`src/rtl/ifetch_pkg.sv`:
```
// Shared definitions for the instruction fetch sequencer: the FSM state
// encoding, the default reset-vector address and the 6502 instruction
// length table, which the decoder and disassembler also use.
package ifetch_pkg;

  localparam logic [15:0] RST_VEC_DEF = 16'hFFFC;

  typedef enum logic [2:0] {
    VEC_LO,
    VEC_HI,
    VEC_JMP,
    OPC,
    OP1,
    OP2,
    OP3,
    HOLD
  } state_t;

  // Byte length (1..3) of a 6502 instruction given its opcode.
  // Undocumented opcodes are treated as single-byte.
  function automatic logic [1:0] insn_len_of(input logic [7:0] opcode);
    logic [1:0] len;
    len = 2'd1;
    case (opcode[3:0])
      4'h0: begin
        if (opcode == 8'h20)
          len = 2'd3;                              // JSR abs
        else if (opcode[4] || (opcode[7:4] >= 4'hA))
          len = 2'd2;                              // branches, LDY/CPY/CPX #
      end
      4'h1, 4'h5, 4'h6: len = 2'd2;                // (zp,X), (zp),Y, zp, zp,X/Y
      4'h2: if (opcode == 8'hA2) len = 2'd2;       // LDX #
      4'h4: if (opcode inside {8'h24, 8'h84, 8'h94, 8'hA4, 8'hB4, 8'hC4, 8'hE4})
              len = 2'd2;
      4'h9: begin
        if (opcode[4])
          len = 2'd3;                              // abs,Y
        else if (opcode != 8'h89)
          len = 2'd2;                              // immediate
      end
      4'hC: if (opcode inside {8'h2C, 8'h4C, 8'h6C, 8'h8C, 8'hAC, 8'hBC, 8'hCC, 8'hEC})
              len = 2'd3;
      4'hD: len = 2'd3;                            // abs, abs,X
      4'hE: if (opcode != 8'h9E) len = 2'd3;
      default: len = 2'd1;                         // implied/accumulator/unused
    endcase
    return len;
  endfunction

endpackage

```
`src/rtl/ifetch.sv`:
```
// Instruction fetch sequencer. Loads the reset vector, then reads opcode
// and operand bytes at the PC (advancing it per byte) and presents each
// assembled instruction to the decoder over a valid/ready handshake.
// Execute-stage redirects restart fetch at a new address.
//
// state   | meaning
// --------+-------------------------------------------------------------
// VEC_LO  | read low byte of reset vector
// VEC_HI  | capture low byte, read high byte
// VEC_JMP | branch PC to the assembled vector
// OPC     | read opcode at PC, latch its address
// OP1     | capture opcode; read first operand if length >= 2
// OP2     | capture first operand; read second operand if length == 3
// OP3     | capture second operand
// HOLD    | bundle valid, waiting for the decoder
module ifetch
  import ifetch_pkg::*;
#(
  parameter int ADDR_W = 16,
  parameter int DATA_W = 8,
  parameter logic [ADDR_W-1:0] RST_VEC = ADDR_W'(RST_VEC_DEF)
) (
  input  logic              clk,
  input  logic              rst,
  input  logic [ADDR_W-1:0] pc_addr,
  output logic              increment,
  output logic              branch,
  output logic [ADDR_W-1:0] bra_add,
  output logic              mem_rd,
  output logic [ADDR_W-1:0] mem_addr,
  input  logic [DATA_W-1:0] mem_rdata,
  input  logic              redirect,
  input  logic [ADDR_W-1:0] redirect_addr,
  output logic              insn_valid,
  input  logic              insn_ready,
  output logic [DATA_W-1:0] insn_opcode,
  output logic [DATA_W-1:0] insn_op1,
  output logic [DATA_W-1:0] insn_op2,
  output logic [1:0]        insn_len,
  output logic [ADDR_W-1:0] insn_pc
);

  state_t            st;
  logic [DATA_W-1:0] vec_lo;
  logic [DATA_W-1:0] opc_q;
  logic [DATA_W-1:0] op1_q;
  logic [DATA_W-1:0] op2_q;
  logic [1:0]        len_q;
  logic [ADDR_W-1:0] pc_q;

  logic              take_redir;
  logic [1:0]        len_now;

  // Redirect only counts once the vector load is done; length of the
  // opcode arriving on the read bus this cycle.
  always_comb begin
    take_redir = !rst && redirect &&
                 (st inside {OPC, OP1, OP2, OP3, HOLD});
    len_now    = insn_len_of(mem_rdata);
  end

  // PC/memory controls are combinational so a redirect acts in the same cycle.
  always_comb begin
    mem_rd     = 1'b0;
    mem_addr   = pc_addr;
    increment  = 1'b0;
    branch     = 1'b0;
    bra_add    = '0;
    insn_valid = 1'b0;
    if (rst) begin
      mem_addr = '0;
    end else if (take_redir) begin
      branch  = 1'b1;
      bra_add = redirect_addr;
    end else begin
      case (st)
        VEC_LO: begin
          mem_rd   = 1'b1;
          mem_addr = RST_VEC;
        end
        VEC_HI: begin
          mem_rd   = 1'b1;
          mem_addr = RST_VEC + ADDR_W'(1);
        end
        VEC_JMP: begin
          branch  = 1'b1;
          bra_add = {mem_rdata, vec_lo};
        end
        OPC: begin
          mem_rd    = 1'b1;
          increment = 1'b1;
        end
        OP1: begin
          if (len_now != 2'd1) begin
            mem_rd    = 1'b1;
            increment = 1'b1;
          end
        end
        OP2: begin
          if (len_q == 2'd3) begin
            mem_rd    = 1'b1;
            increment = 1'b1;
          end
        end
        HOLD:    insn_valid = 1'b1;
        default: ;
      endcase
    end
  end

  // State sequencing and byte capture into the instruction bundle.
  always_ff @(posedge clk) begin
    if (rst) begin
      st     <= VEC_LO;
      vec_lo <= '0;
      opc_q  <= '0;
      op1_q  <= '0;
      op2_q  <= '0;
      len_q  <= '0;
      pc_q   <= '0;
    end else if (take_redir) begin
      // Drop any partially assembled instruction.
      st    <= OPC;
      opc_q <= '0;
      op1_q <= '0;
      op2_q <= '0;
      len_q <= '0;
    end else begin
      case (st)
        VEC_LO: st <= VEC_HI;
        VEC_HI: begin
          vec_lo <= mem_rdata;
          st     <= VEC_JMP;
        end
        VEC_JMP: st <= OPC;
        OPC: begin
          pc_q  <= pc_addr;
          op1_q <= '0;
          op2_q <= '0;
          st    <= OP1;
        end
        OP1: begin
          opc_q <= mem_rdata;
          len_q <= len_now;
          st    <= (len_now == 2'd1) ? HOLD : OP2;
        end
        OP2: begin
          op1_q <= mem_rdata;
          st    <= (len_q == 2'd3) ? OP3 : HOLD;
        end
        OP3: begin
          op2_q <= mem_rdata;
          st    <= HOLD;
        end
        HOLD: if (insn_ready) st <= OPC;
        default: st <= VEC_LO;
      endcase
    end
  end

  assign insn_opcode = opc_q;
  assign insn_op1    = op1_q;
  assign insn_op2    = op2_q;
  assign insn_len    = len_q;
  assign insn_pc     = pc_q;

endmodule
```
`config.mk`:
```
export PLATFORM = sky130hd
export DESIGN_NAME = ifetch
export DESIGN_NICKNAME = d
export VERILOG_FILES = /design/src/rtl/ifetch_pkg.sv /design/src/rtl/ifetch.sv
export SDC_FILE = /design/constraint.sdc
export NUM_CORES = 1
export LEC_CHECK = 0
export BUFFER_PORTS_ARGS = -buffer_cell sky130_fd_sc_hd__buf_2
export CAP_MARGIN = 15
export CORE_MARGIN = 4
export CORE_UTILIZATION = 51
export DETAILED_ROUTE_END_ITERATION = 8
export PLACE_DENSITY = 0.86
export SETUP_SLACK_MARGIN = 0.5
export SYNTH_ARGS = -nofsm -noshare
export SYNTH_HDL_FRONTEND = slang
export SYNTH_SLANG_ARGS = --single-unit
```
`constraint.sdc`:
```
create_clock -name clk -period 3.5 [get_ports clk]
set_input_delay 0.525 -clock clk [delete_from_list [all_inputs] [get_ports clk]]
set_output_delay 0.525 -clock clk [all_outputs]
set_load 0.05 [all_outputs]
```
==> flow_metrics.tcl, run 1 <==
set metrics [dict create \
    synth-xor-area-share_pct 0 \
    cts_max_path_buffers 2 \
    worst-r2r-cell-count 6 \
    route.detailed.vias_per_inst 5.42 \
    worstReg2RegStart "st[0]" \
    hold-path-cell-count 2 \
    drt_drc_violations_left 0 \
    worst_setup_path_startpoint "mem_rdata[6]" \
    clock_tree.root_cell "sky130_fd_sc_hd__clkbuf_8" \
    wl_met1_um 3400 \
    core_area_um2 5110 \
    detailedPlace.worstSlack_ps 785 \
    grt_first_pass_wirelength_um 12200 \
    sequential_cell_area_um2 1060 \
    cts_buffers 5 \
    synthesis.area_um2 2690 \
    setup_slack_ps 715 \
    synth_compound_gate_area_share_pct 24.9 \
    hpwlAfterDp_um 5680 \
    drt_pre_antenna_iters 5 \
    run_status "complete, no violations" \
    worst_reg_to_reg_setup_slack_ps 1430 \
    avgRoutedWirePerCell_um 14.3 \
    clock_latency_ps 300 \
    max_clock_freq_mhz 359 \
    initialDrtViolationCount 280 \
    ys_seq_elements 53 \
    multi_input_area_um2 1450 \
    final_max_slew_viols 0 \
    leakage_dissipation_nw 1.55 \
    antenna_left 0 \
    timing.critical_path.required_ps 2970 \
    cts.sinks 53 \
    ir_worst_vdd_uv 220 \
    initial_utilization_pct 52.6 \
    worst_path_arrival_time_ps 2260 \
    antenna_found_initial 0 \
    min-delay-path-class "reg -> reg" \
    ys_types 42 \
    max_cap_viol_count 0 \
    yosys_warnings 0 \
    rr_endpoint "insn_len[1]" \
    max-slew-margin-rel_pct 63.3 \
    synth_edf_count 0 \
    numPortBuffers 121 \
    die_y_um 80.6 \
    post_cts_hold_buffer_count 0 \
    post_syn_nets 421 \
    timing.final.crit_share_pct 79.6 \
    hold_viol 0 \
    rsz0062_at_grt "no" \
    setup.worst_path.end_class "output port" \
    synthAdderAreaFrac_pct 0 \
    netlist_top_cells_area "sky130_fd_sc_hd__dfxtp_1, sky130_fd_sc_hd__a21oi_1, sky130_fd_sc_hd__nand2_1" \
    power-per-cell-area_nw_per_um2 416 \
    globalRouteTotalUtil_pct 23.6 \
    synth_top_area_share_pct 39.5 \
    nFillCells 478 \
    floorplan.rows 26 \
    worstSetupPathType "in -> out" \
    synth_top_area_cell "sky130_fd_sc_hd__dfxtp_1" \
    gp_congestion 0.864 \
    number_of_global_route_vias_before_repair 2665 \
    via_count 2967 \
    route.top_layer_used "met4" \
    ioPinCount 122 \
    place_inst 539 \
    met3RoutedLength_um 578 \
    worst_pin_slew_ps 551 \
    clkSlewWorstSetupHoldPaths_ps 80 \
    met2WireLength_um 3730 \
    synth_async_sr_flop_share_pct 0 \
    totalNegativeSetupSlack_ps 0 \
    worst-path-max-fanout 12 \
    place_area_um2 3260 \
    syn-mean-instance-area_um2 7.12 \
    layoutNonFillerInstCount 547 \
    worst_hold_startpoint "insn_pc[2]" \
    dieArea_um2 6490 \
    setup.worst_path.start_class "input pin" \
    yosysSeqAreaShare_pct 39.5 \
    layout_overhead_on_the_synthesized_area_pct 25.2 \
    synth-simple-area-share_pct 28.7 \
    wirelength_um 7830 \
    whs_ps 454 \
    fin_worst_skew_ps 3.41 \
    tritoncts "built" \
    globalRouteOverflowTotal 0 \
    setup_viol_count_final 0 \
    synth_top_family_by_area "simple AND/OR/NAND/NOR gates" \
    die_width_um 80.6 \
    drive_above_1_share_pct 30.2 \
    antenna_cells 0 \
    synth_cells 377 \
    muxShareOfSynthArea_pct 0 \
    grt_start_max_net_pins 45 \
    synth_top_flop_cell "sky130_fd_sc_hd__dfxtp_1" \
    postLayoutCellArea_um2 3360 \
    timing.final.crit_period_ps 2780 \
    nNetsFinal 521 \
    end_of_the_worst_hold_path "insn_pc[2]" \
    clock_tree.htree_level_count 2 \
]
## cell usage in the layout, fill, tap and decap left out, types with 3 or more instances in the layout
| cell type | n |
|---|---|
| sky130_fd_sc_hd__buf_2 | 121 |
| sky130_fd_sc_hd__nand2_1 | 75 |
| sky130_fd_sc_hd__nor2_1 | 70 |
| sky130_fd_sc_hd__a21oi_1 | 60 |
| sky130_fd_sc_hd__dfxtp_1 | 51 |
| sky130_fd_sc_hd__a22oi_1 | 16 |
| sky130_fd_sc_hd__a22o_1 | 15 |
| sky130_fd_sc_hd__buf_4 | 7 |
| sky130_fd_sc_hd__clkbuf_8 | 6 |
| sky130_fd_sc_hd__o21ai_0 | 4 |
| sky130_fd_sc_hd__inv_1 | 4 |
| sky130_fd_sc_hd__nor3_1 | 4 |
| sky130_fd_sc_hd__nand2b_1 | 4 |
| sky130_fd_sc_hd__and2_1 | 3 |
## state kept, by name (all words and copies together), names as in the netlist
signal and cells:
vec_lo 8, st 3, insn_pc 16, insn_op1 8, insn_opcode 8, insn_len 2
insn_op2 8
## final cells by class
class / count / share of cell area, %
repair buffers: 128 / 19.6
flip-flops and latches: 53 / 31.6
inverters: 5 / 0.558
multi-input cells: 284 / 43.0
clock buffers: 7 / 2.57
well taps: 70 / 2.61
## worst max-delay path: stages
cell and delay [ps]:
sky130_fd_sc_hd__buf_2 250, sky130_fd_sc_hd__nand2b_1 210, sky130_fd_sc_hd__a211oi_1 90, sky130_fd_sc_hd__or3_1 370
sky130_fd_sc_hd__o31ai_1 440, sky130_fd_sc_hd__a21oi_1 140, sky130_fd_sc_hd__buf_2 240
## power by group
group / internal (mW) / switching, mW / total, mW
Combinational: 0.105 / 0.296 / 0.400
Sequential: 0.628 / 0.0298 / 0.658
Clock: 0.157 / 0.184 / 0.341
Total: 0.890 / 0.510 / 1.40
## how the worst max path moves through the flow
stage,endpoint,slack [ps],cells past startpoint
floorplan,mem_rd,730,6
global placement,mem_rd,830,7
detailed placement,increment,790,7
CTS,mem_rd,520,5
global route,mem_rd,520,6
finish,increment,720,7
## timing repair
item | CTS | global route
buffers inserted | 0 | 1
setup endpoints to repair | 0 | 3
gates resized for setup | 0 | 3
## cell usage after synthesis (2+ instances only)
cell type,n
sky130_fd_sc_hd__a211oi_1,2
sky130_fd_sc_hd__a21oi_1,60
sky130_fd_sc_hd__a22o_1,15
sky130_fd_sc_hd__a22oi_1,16
sky130_fd_sc_hd__and2_1,3
sky130_fd_sc_hd__buf_1,2
sky130_fd_sc_hd__buf_2,12
sky130_fd_sc_hd__buf_6,2
sky130_fd_sc_hd__clkbuf_1,18
sky130_fd_sc_hd__dfxtp_1,53
sky130_fd_sc_hd__inv_1,4
sky130_fd_sc_hd__nand2_1,75
sky130_fd_sc_hd__nand2b_1,4
sky130_fd_sc_hd__nand3_1,2
sky130_fd_sc_hd__nand3b_1,2
sky130_fd_sc_hd__nor2_1,70
sky130_fd_sc_hd__nor2b_1,2
sky130_fd_sc_hd__nor3_1,4
sky130_fd_sc_hd__nor3_2,2
sky130_fd_sc_hd__o21ai_0,4
sky130_fd_sc_hd__o31ai_1,2
sky130_fd_sc_hd__or2_2,2
sky130_fd_sc_hd__or3_1,2
## metrics by stage
step                power (mW)  util [%]
floorplan                0.968         -
global placement          1.06      63.8
detailed placement        1.07      63.8
CTS                       1.40      65.5
global route              1.47      65.8
finish                    1.40      65.8
## per-layer routing
| metal | global-route usage (%) | vias to the layer above |
|---|---|---|
| met1 | 31.7 | 1357 |
| met4 | 8.45 | 0 |
| met5 | 0 | - |
| met3 | 4.48 | 12 |
| met2 | 37.5 | 124 |
| li1 | - | 1474 |
## kinds of logic (layout without fill, tap and decap cells)
group | after synthesis | after routing
AOI/OAI and AO/OA | 107 | 107
DFF | 53 | 53
buffers and inverters | 40 | 140
and+or+nand+nor | 177 | 177
Power figures use the tool's default switching activity.
==> run 2, diff against run 1 <==
- CORE_UTILIZATION: 51 -> 47
- PLACE_DENSITY: 0.86 -> 0.8
- clock period: 3.5 -> 2.6 ns (I/O delays scaled with it)
==> run 2 against run 1 <==
First-iteration DRC count decreased by 38%. Sequential power increased by 32%. Critical path type unchanged. Count of clock-buffer cells in the layout increased by 1. Routed wire length increased by 5.0%. Die area increased by 7.7%. Clock skew increased by 8.2 ps.
==> flow_metrics.tcl, run 2 (synthesis gave the netlist of run 1 again) <==
set metrics [dict create \
    clock_tree.root_cell "sky130_fd_sc_hd__clkbuf_8" \
    gp_congestion 0.891 \
    drive_above_1_share_pct 38.1 \
    power_report.internal_total_mw 1.24 \
    place_inst 544 \
    drt_pre_antenna_iters 5 \
    wirelength_um 8220 \
    die_width_um 83.6 \
    floorplan.rows 27 \
    rsz0062_at_grt "yes" \
    worstSetupPathType "in -> out" \
    worst_reg_to_reg_setup_slack_ps 720 \
    via_count 3041 \
    worstReg2RegStart "st[1]" \
    detailedPlace.worstSlack_ps 182 \
    grt_start_max_net_pins 43 \
    nNetsFinal 534 \
    max_cap_viol_count 0 \
    numPortBuffers 121 \
    hpwlAfterDp_um 5620 \
    die_y_um 83.6 \
    initialDrtViolationCount 174 \
    avgRoutedWirePerCell_um 14.6 \
    timing.critical_path.required_ps 2210 \
    setup_viol_count_final 0 \
    cts_max_path_buffers 2 \
    largest_reg_flops 16 \
    clock_latency_ps 310 \
    antenna_found_initial 0 \
    worst-path-max-fanout 3 \
    tritoncts "built" \
    ioPinCount 122 \
    rr_endpoint "st[1]" \
    pwr-share-clk_pct 22.6 \
    core_area_um2 5540 \
    number_of_global_route_vias_before_repair 2863 \
    dieArea_um2 6990 \
    antenna_left 0 \
    whs_ps 330 \
    grtUsageMet1_pct 27.8 \
    sequential_cell_area_um2 1060 \
    setup.worst_path.start_class "input pin" \
    cts.sinks 53 \
    p_sw_share_pct 36.5 \
    postLayoutCellArea_um2 3750 \
    instance_count_on_the_critical_path 7 \
    post_cts_hold_buffer_count 0 \
    power.switching_mw 0.710 \
    route.detailed.vias_per_inst 5.40 \
    run_status "complete, no violations" \
    hold_viol 0 \
    cp_top_family "compound AO/OA/AOI/OAI gates" \
    worst-r2r-cell-count 6 \
    multi_input_area_um2 1570 \
    combinationalPowerShare_pct 32.8 \
    clkSlewWorstSetupHoldPaths_ps 80 \
    initial_utilization_pct 48.5 \
    worstPathCellList "buf_12 > or2b_1 > a21o_1 > a311oi_4 > o31ai_4 > a21oi_2 > buf_6" \
    worst_pin_slew_ps 519 \
    setup.worst_path.end_class "output port" \
    worst_setup_path_startpoint "mem_rdata[4]" \
    fin_worst_skew_ps 11.6 \
    ir_worst_vdd_uv 300 \
    globalRouteOverflowTotal 0 \
    final_max_slew_viols 0 \
    cts_buffers 5 \
    place_area_um2 3350 \
    leakage_dissipation_nw 1.67 \
    timing.final.crit_period_ps 2160 \
    layoutNonFillerInstCount 563 \
    worstPathBufferInverterCount 2 \
    power-per-cell-area_nw_per_um2 520 \
    layout_overhead_on_the_synthesized_area_pct 39.6 \
    worst_path_arrival_time_ps 1770 \
    grt_first_pass_wirelength_um 13400 \
    drt_drc_violations_left 0 \
    p_seq_share_pct 44.6 \
    global_route.usage.met2_pct 38.8 \
    setup_slack_ps 444 \
    use_met3_pct 5.43 \
    max_clock_freq_mhz 464 \
    mostFrequentLayoutCell "sky130_fd_sc_hd__buf_2" \
    totalNegativeSetupSlack_ps 0 \
    timing.final.crit_share_pct 82.9 \
    worstSetupEndpoint "mem_rd" \
    slowest_stage_delay_on_critical_path_ps 330 \
    grt_most_used_layer "met2" \
    critical-path-slowest-cell "sky130_fd_sc_hd__a311oi_4" \
    antenna_cells 0 \
    clock_tree.htree_level_count 2 \
    min-delay-path-class "in -> reg" \
    max-slew-margin-rel_pct 65.4 \
    final_cell_mix "sky130_fd_sc_hd__buf_2, sky130_fd_sc_hd__nand2_1, sky130_fd_sc_hd__nor2_1" \
    nFillCells 478 \
    globalRouteTotalUtil_pct 22.5 \
]
## run 2: worst register-to-register path: cells and delay by family (launching register included)
| family | cells | cell delay, ps |
|---|---|---|
| compound gates | 1 | 180 |
| buf+inv | 2 | 280 |
| flops | 1 | 330 |
| simple gates | 3 | 1030 |
## run 2: area by class of cell
class | instances | share of cell area, %
sequential | 53 | 28.4
multi-input combinational | 284 | 41.8
clock buffer | 8 | 2.14
inverter | 5 | 0.634
timing repair buffer | 141 | 24.6
tap | 72 | 2.40
## run 2: power by group through the flow
| stage | clock, mW | sequential, mW | combinational, mW |
|---|---|---|---|
| finish | 0.441 | 0.868 | 0.638 |
| floorplan | 0 | 0.947 | 0.370 |
| CTS | 0.451 | 0.867 | 0.616 |
| detailed placement | 0 | 0.885 | 0.572 |
| global placement | 0 | 0.884 | 0.565 |
| global route | 0.493 | 0.873 | 0.681 |
## run 2: how the worst min path moves through the flow
stage                           start          end  slack [ps]  depth (start not counted)
after floorplan             vec_lo[5]    vec_lo[5]         440                          2
after global placement    insn_pc[14]  insn_pc[14]         440                          2
after detailed placement  insn_pc[14]  insn_pc[14]         440                          2
after CTS                  pc_addr[4]   insn_pc[4]         330                          3
after global routing       pc_addr[7]   insn_pc[7]         320                          3
final                     pc_addr[14]  insn_pc[14]         330                          3
## run 2: layer usage
layer,vias up,part of all wire (%)
met3,17,7.2
met5,-,0
met1,1394,41
met4,0,2.0
met2,122,50
li1,1508,-
## run 2: repair_timing
action,CTS,global route
pin swaps,5,5
gates resized for setup,57,9
setup endpoints to repair,36,33
hold endpoints to repair,0,0
setup buffers,5,6
## run 2: through the flow
stage	power (mW)	util [%]
after floorplan	1.32	-
after global routing	2.05	67.6
after global placement	1.45	60.5
final	1.95	67.6
after detailed placement	1.46	60.5
after CTS	1.93	66.2
==> run 3, diff against run 2 <==
- clock period: 2.6 -> 2.3 ns (I/O delays scaled with it)
==> run 3 against run 2 <==
Register-to-register slack worse by 200 ps. Non-clock buffer count up 23. Via count grew 13%. First-iteration DRC count rose by 97%. Die area is the same. Global-route usage rose by 2.6 points. Routed wire length up 33%. Core utilization rose by 14 points. Sequential power increased by 14%. Sequential cell count is the same. Critical endpoint unchanged. Largest cell class unchanged.
==> flow_metrics.tcl, run 3 (synthesis gave the netlist of run 1 again) <==
set metrics [dict create \
    leakage_dissipation_nw 1.96 \
    clock_tree.htree_level_count 2 \
    grt_first_pass_wirelength_um 14700 \
    totalNegativeSetupSlack_ps 0 \
    final_cell_mix "sky130_fd_sc_hd__buf_2, sky130_fd_sc_hd__nand2_1, sky130_fd_sc_hd__a21oi_1" \
    power_report.internal_total_mw 1.58 \
    max-slew-margin-rel_pct 64.4 \
    wirelength_um 10900 \
    setup_viol_count_final 0 \
    fin_worst_skew_ps 4.82 \
    worst-path-max-fanout 12 \
    hold_viol 0 \
    place_inst 556 \
    power-per-cell-area_nw_per_um2 556 \
    max_cap_viol_count 0 \
    initial_utilization_pct 48.5 \
    rsz0062_at_grt "yes" \
    layout_overhead_on_the_synthesized_area_pct 69.1 \
    min-delay-path-class "in -> reg" \
    p_seq_share_pct 39.2 \
    initialDrtViolationCount 343 \
    worstSetupPathType "in -> out" \
    numPortBuffers 121 \
    route.detailed.vias_per_inst 5.89 \
    gp_congestion 0.861 \
    ioPinCount 122 \
    drt_pre_antenna_iters 5 \
    largest_reg_flops 16 \
    floorplan.rows 27 \
    worst_reg_to_reg_setup_slack_ps 520 \
    cts_buffers 5 \
    clkSlewWorstSetupHoldPaths_ps 90 \
    clock_latency_ps 310 \
    hpwlAfterDp_um 6100 \
    drive_above_1_share_pct 47.2 \
    globalRouteOverflowTotal 0 \
    tritoncts "built" \
    pwr-share-clk_pct 21.2 \
    worst_path_arrival_time_ps 1800 \
    final_max_slew_viols 0 \
    cts_max_path_buffers 2 \
    timing.critical_path.required_ps 1960 \
    setup.worst_path.start_class "input pin" \
    setup.worst_path.end_class "output port" \
    core_area_um2 5540 \
    drt_drc_violations_left 0 \
    cts.sinks 53 \
    run_status "complete, no violations" \
    grt_start_max_net_pins 33 \
    nNetsFinal 557 \
    antenna_cells 0 \
    via_count 3445 \
    number_of_global_route_vias_before_repair 3011 \
    timing.final.crit_share_pct 93.4 \
    timing.final.crit_period_ps 2150 \
    ir_worst_vdd_uv 417 \
    worst_pin_slew_ps 533 \
    globalRouteTotalUtil_pct 25.1 \
    die_y_um 83.6 \
    layoutNonFillerInstCount 585 \
    post_cts_hold_buffer_count 0 \
    combinationalPowerShare_pct 39.6 \
    clock_tree.root_cell "sky130_fd_sc_hd__clkbuf_8" \
    die_width_um 83.6 \
    mostFrequentLayoutCell "sky130_fd_sc_hd__buf_2" \
    antenna_found_initial 0 \
    power.switching_mw 0.942 \
    dieArea_um2 6990 \
    avgRoutedWirePerCell_um 18.6 \
    p_sw_share_pct 37.3 \
    antenna_left 0 \
    max_clock_freq_mhz 466 \
]
==> run 3: cell types whose count changed in the layout (fill, tap and decap cells not counted), sizes merged <==
cell    before  now
buf        140  161
clkbuf       9   10
==> run 3: critical path, stage by stage <==
cell and delay, ps:
sky130_fd_sc_hd__buf_6 130, sky130_fd_sc_hd__nor2_1 190, sky130_fd_sc_hd__nor3_2 80, sky130_fd_sc_hd__or3_4 400, sky130_fd_sc_hd__o31ai_2 250, sky130_fd_sc_hd__buf_4 190, sky130_fd_sc_hd__a21oi_4 60, sky130_fd_sc_hd__buf_6 160
==> run 3: final timing paths <==
| kind | endpoint | start | cells after the start |
|---|---|---|---|
| max | mem_rd | mem_rdata[7] | 8 |
| min | insn_pc[0] | pc_addr[0] | 3 |
| min reg2reg | insn_pc[5] | insn_pc[5] | 2 |
| max reg2reg | st[1] | st[0] | 5 |
==> run 3: routing by layer <==
layer | global-route usage [%] | wire length, um | vias up
met1 | 31.7 | 3910 | 1612
met3 | 6.02 | 979 | 54
li1 | - | - | 1554
met5 | 0 | 0 | -
met2 | 42.2 | 5540 | 225
met4 | 8.04 | 456 | 0
==> run 3: power by group through the flow <==
stage | sequential (mW) | combinational [mW] | clock, mW
final | 0.989 | 0.999 | 0.535
after global routing | 0.994 | 1.04 | 0.583
after CTS | 0.984 | 0.879 | 0.541
after detailed placement | 1.00 | 0.710 | 0
after global placement | 1.00 | 0.701 | 0
after floorplan | 1.07 | 0.464 | 0
==> run 3: area by class of cell <==
class | instances | area (um^2)
fillers | 325 | 1000
well taps | 72 | 90.1
flip-flops and latches | 53 | 1070
clock buffers | 7 | 86.3
inverters | 5 | 21.3
multi-input cells | 284 | 1870
repair buffers | 164 | 1400
==> run 3: what timing repair did <==
item,CTS,global route
pin swaps,11,18
setup buffers,11,7
setup endpoints to repair,53,54
gates cloned,1,3
hold endpoints to repair,0,0
gates resized for setup,109,61
==> run 3: stage by stage <==
stage	total power, mW	hold WS, ps	util [%]	setup WS, ps	cell area [um^2]
5_1_grt	2.62	278	82.0	113	4540
4_1_cts	2.40	282	75.4	220	4180
2_1_floorplan	1.54	436	-	320	2940
6_report	2.52	284	82.0	153	4540
3_3_place_gp	1.70	440	65.2	132	3610
3_5_place_dp	1.71	445	65.2	90.7	3610
